<file path="config.mk">
export PLATFORM = sky130hd
export DESIGN_NAME = apb_slave_adapter_ws
export DESIGN_NICKNAME = d
export VERILOG_FILES = /design/src/rtl/apb_slave_adapter_ws.sv
export SDC_FILE = /design/constraint.sdc
export NUM_CORES = 1
export LEC_CHECK = 0
export CAP_MARGIN = 20
export CORE_UTILIZATION = 45
export CTS_BUF_LIST = sky130_fd_sc_hd__clkbuf_8
export DETAILED_ROUTE_END_ITERATION = 7
export DONT_BUFFER_PORTS = 1
export GPL_TIMING_DRIVEN = 0
export SLEW_MARGIN = 20
export SYNTH_ARGS = -nofsm -noshare
export SYNTH_HDL_FRONTEND = slang
export SYNTH_SLANG_ARGS = --single-unit
</file>
<file path="constraint.sdc">
create_clock -name pclk -period 3 [get_ports pclk]
set_input_delay 0.3 -clock pclk [delete_from_list [all_inputs] [get_ports pclk]]
set_output_delay 0.3 -clock pclk [all_outputs]
set_load 0.02 [all_outputs]
</file>
<file path="src/rtl/apb_slave_adapter_ws.sv">
// APB4 slave adapter with wait states: address-window decode, optional secure-only
// access, registered APB responses. Define APB_ADAPTER_TIMEOUT_EN to build the native-ack timeout.
module apb_slave_adapter_ws #(
  parameter int                    ADDR_WIDTH     = 32,
  parameter int                    DATA_WIDTH     = 32,
  parameter logic [ADDR_WIDTH-1:0] ADDR_LO        = '0,
  parameter logic [ADDR_WIDTH-1:0] ADDR_HI        = 'hFFF,
  parameter bit                    SECURE_ONLY    = 1'b0,
  parameter int                    TIMEOUT_CYCLES = 16
) (
  input  logic                    pclk,
  input  logic                    preset,
  input  logic [ADDR_WIDTH-1:0]   paddr,
  input  logic [2:0]              pprot,
  input  logic                    psel,
  input  logic                    penable,
  input  logic                    pwrite,
  input  logic [DATA_WIDTH-1:0]   pwdata,
  input  logic [DATA_WIDTH/8-1:0] pstrb,
  output logic [DATA_WIDTH-1:0]   prdata,
  output logic                    pready,
  output logic                    pslverr,
  output logic [ADDR_WIDTH-1:0]   reg_addr,
  output logic [DATA_WIDTH-1:0]   reg_wdata,
  output logic [DATA_WIDTH/8-1:0] reg_be,
  output logic                    reg_we,
  output logic                    reg_re,
  input  logic                    reg_ack,
  input  logic [DATA_WIDTH-1:0]   reg_rdata,
  input  logic                    reg_err
);

  typedef enum logic [1:0] {IDLE, REQ, WAIT, RESP} state_t;

  state_t                  state_q, state_d;
  logic                    write_q;
  logic                    start_req, capture, reject, timeout_hit;
  logic                    pslverr_d;
  logic [DATA_WIDTH-1:0]   prdata_d;
  logic [ADDR_WIDTH:0]     lo_diff;

  // The borrow out of paddr - ADDR_LO flags addresses below the window; the
  // remaining bits are the window offset presented as reg_addr.
  assign lo_diff = {1'b0, paddr} - {1'b0, ADDR_LO};
  assign reject  = lo_diff[ADDR_WIDTH] || (paddr > ADDR_HI) || (SECURE_ONLY && pprot[1]);

  logic unused_prot;
  assign unused_prot = pprot[2] ^ pprot[0];

`ifdef APB_ADAPTER_TIMEOUT_EN
  localparam int                TMO_W    = $clog2(TIMEOUT_CYCLES + 1);
  localparam logic [TMO_W-1:0]  TMO_LAST = TMO_W'(TIMEOUT_CYCLES - 1);

  logic [TMO_W-1:0] tmo_cnt_q;

  // Reaching TMO_LAST in an ack-less REQ/WAIT cycle means TIMEOUT_CYCLES cycles have gone by.
  assign timeout_hit = (tmo_cnt_q == TMO_LAST);

  always_ff @(posedge pclk) begin
    if (preset) begin
      tmo_cnt_q <= '0;
    end else if (start_req) begin
      tmo_cnt_q <= '0;
    end else if ((state_q == REQ || state_q == WAIT) && !reg_ack) begin
      tmo_cnt_q <= tmo_cnt_q + 1'b1;
    end
  end
`else
  logic unused_timeout;
  assign unused_timeout = ^TIMEOUT_CYCLES;
  assign timeout_hit    = 1'b0;
`endif

  always_comb begin
    // NOTE: every output of this block gets a default first, so no path can infer a latch.
    state_d   = state_q;
    start_req = 1'b0;
    capture   = 1'b0;
    pslverr_d = 1'b0;
    prdata_d  = '0;
    case (state_q)
      IDLE: begin
        if (psel && !penable) begin
          capture = 1'b1;
          if (reject) begin
            state_d   = RESP;
            pslverr_d = 1'b1;
          end else begin
            state_d   = REQ;
            start_req = 1'b1;
          end
        end
      end
      REQ, WAIT: begin
        // An ack in the timeout cycle takes priority over the timeout.
        if (reg_ack) begin
          state_d   = RESP;
          pslverr_d = reg_err;
          prdata_d  = write_q ? '0 : reg_rdata;
        end else if (timeout_hit) begin
          state_d   = RESP;
          pslverr_d = 1'b1;
        end else begin
          state_d = WAIT;
        end
      end
      RESP:    state_d = IDLE;
      default: state_d = IDLE;
    endcase
  end

  always_ff @(posedge pclk) begin
    // NOTE: state is updated with non-blocking assignments so all flops see pre-edge values.
    if (preset) begin
      state_q   <= IDLE;
      write_q   <= 1'b0;
      pready    <= 1'b0;
      pslverr   <= 1'b0;
      prdata    <= '0;
      reg_we    <= 1'b0;
      reg_re    <= 1'b0;
      reg_addr  <= '0;
      reg_wdata <= '0;
      reg_be    <= '0;
    end else begin
      state_q <= state_d;
      pready  <= (state_d == RESP);
      pslverr <= pslverr_d;
      prdata  <= prdata_d;
      reg_we  <= start_req && pwrite;
      reg_re  <= start_req && !pwrite;
      if (capture) begin
        write_q   <= pwrite;
        reg_addr  <= lo_diff[ADDR_WIDTH-1:0];
        reg_wdata <= pwdata;
        reg_be    <= pwrite ? pstrb : '1;
      end
    end
  end

endmodule
</file>
==> results.ini <==
[setup_path]
r2r_cells=6
r2r-end=prdata[0]
ff2ff_setup_slack_ns=1.16
cp_max_fo=10
reg2reg_from=state_q[0]
critPathKind=reg2reg
startpoint_type=flop
required_ns=3.30
cp.arrival_ns=2.15
crit_path_end_kind=flop

[route]
first_pass_iters=6
wl_per_cell_um=15.9
wl_um=8310
ant_nets=0
drt_iter0_drc=60
drc=0
via_count=2677
viasPerCell=5.12

[power]
power_mw=3.16
pwr-share-seq=0.616
power.leakage_nw=1.41
switchingPower_mw=1.08
comb_power_share=0.141
p_clk_frac=0.243
intPower_mw=2.09
p_per_area_nw_per_um2=807
switching_share=0.340
ir_drop_uv=339

[timing]
setup_viol=0
timing.final.crit_share=0.615
hold_violations=0
period_needed_ns=1.84
rsz0062_at_grt=false
timing_max_transition_violations_final=0
worst_pin_slew_ns=0.576
relSlewSlack=0.613
fin_skew_ns=0.0145
tns_ns=0
max_freq_mhz=542

[placement]
port_buffers=0
hpwl_um=6270
place.gp.congestion=0.733

[logic_synthesis]
netlist_top_cells_area=dfxtp_1, nand2_1, a21oi_1
synth_simple_gate_area_frac=0.246
synth_top_family_by_area=simple AND/OR/NAND/NOR gates
syn_area_um2=3600
synth_cells=403
async_flop_share=0
synth_compound_area_frac=0.110
syn_nets=516
ys_seq_elements=107
synth-edff-count=0
synth.distinct_cells=26
synthMuxAreaShare=0
yosysSeqAreaShare=0.594
ys_warn_count=0
yosysTopAreaCell=dfxtp_1
yosys.area.top_type_share=0.594
avgSynthCellArea_um2=8.94
synth_xor_area_frac=0
synth_fa_ha_area_frac=0.0104
synth_top_flop_cell=dfxtp_1

[global_route]
grt_pass1_wl_um=12700
globalRouteOverflowTotal=0
top_usage_layer=met2
grt_util_met1=0.210
grt_max_degree=18
antenna_found_initial=0
grtUsageMet3=0.0972
grt_use_met2=0.339
grt_pass1_vias=2522
track_usage=0.198

[floorplan]
dieArea_um2=8370
die_y_um=91.5
fp-row-count=32
start_util=0.466
core_area_um2=7730
pin_count=214
die_w_um=91.5

[layout]
layout_commonest_cell=nand2_1
multi_input_area_um2=1320
most-common-layout-cells=nand2_1, dfxtp_1, a21oi_1, and2_1, buf_2
n_fill_cell=755
drive_above_1_share=0.0998
area.sequential_um2=2140
n_antenna_cell=0
nets=529
synthToLayoutAreaGrowth_pct=8.82

[run]
maxCapViolations=0

[clock_network]
cts-root-buf=clkbuf_8
htreeDepth=3
numCtsBuffers=9
clk_pin_slew_worst_paths_ns=0.10
post_cts_buffers=0
clock-sinks=107
clk_path_buf_depth=2
clk_latency_ns=0.36
cts_resized=0
cts_tree=yes

[worst_hold_path]
hold_class=in2reg
min_path_cells=1
hold_path_end=prdata[19]
worstHoldStart=reg_rdata[19]

[run_status]
status=finished clean

==> synth_stat cells (3+ instances only) <==
cell type	instances
buf_2	13
a21oi_2	10
a21oi_1	56
dfxtp_1	107
nor3_1	7
nor3b_1	4
nor4_1	6
ha_1	3
nand2_1	132
and2_1	33
nor2_1	6
clkbuf_1	10
==> layout make-up <==
| type | instances | share of cell area |
|---|---|---|
| Clock buffer | 9 | 0.0316 |
| Tap cell | 102 | 0.0325 |
| Multi-Input combinational cell | 268 | 0.337 |
| Inverter | 2 | 0.00191 |
| Buffer | 26 | 0.0338 |
| Sequential cell | 107 | 0.546 |
| Clock inverter | 7 | 0.0118 |
| Timing Repair Buffer | 2 | 0.00510 |
==> power by group through the flow <==
stage | Sequential, mW | Clock (mW) | Combinational [mW]
floorplan | 1.94 | 0 | 0.362
global route | 1.97 | 0.851 | 0.517
finish | 1.95 | 0.769 | 0.447
CTS | 1.95 | 0.794 | 0.456
detailed placement | 1.98 | 0 | 0.454
global placement | 1.98 | 0 | 0.435
==> logic make-up after synthesis <==
family / Yosys count
flops: 107
buf+inv: 28
simple gates: 195
compound gates: 70
fa+ha+maj: 3
==> critical path: stages, from the launching register on <==
cell and delay (ns):
dfxtp_1 0.37, inv_1 0.07, ha_1 0.32, nand2_1 0.07, nor3_1 0.45, clkbuf_1 0.32
and2_1 0.18
==> what timing repair did <==
item / in CTS / in global routing
hold buffers: 2 / 0
hold endpoints to repair: 2 / 0
endpoints found under the setup margin: 0 / 0
==> metal layers <==
layer	vias to the layer above	share of wire
li1	1322	-
met1	1194	0.38
met2	149	0.50
met3	12	0.11
met4	0	0.015
met5	-	0
==> flip-flops by register name, indices dropped and copies added, names as in the netlist <==
name,cells
reg_addr,32
reg_be,4
state_q,2
prdata,32
write_q,1
reg_we,1
reg_wdata,32
reg_re,1
pslverr,1
pready,1
==> per-stage QoR <==
step / instances / hold slack [ns] / util / worst slack (ns) / cell area (um^2)
floorplan: 403 / 0.379 / - / 1.57 / 3600
global placement: 505 / 0.381 / 0.483 / 1.10 / 3730
detailed placement: 505 / 0.383 / 0.483 / 1.10 / 3730
CTS: 523 / 0.0397 / 0.508 / 1.07 / 3920
global route: 523 / 0.0238 / 0.508 / 0.899 / 3920
finish: 523 / 0.0603 / 0.508 / 1.16 / 3920
==> worst max-delay path by stage <==
stage,startpoint,endpoint
after floorplan,state_q[0],prdata[0]
after global placement,state_q[0],prdata[0]
after detailed placement,state_q[0],prdata[0]
after CTS,state_q[0],prdata[0]
after global routing,state_q[0],prdata[2]
final,state_q[0],prdata[0]
(Power assumes the default switching activity.)
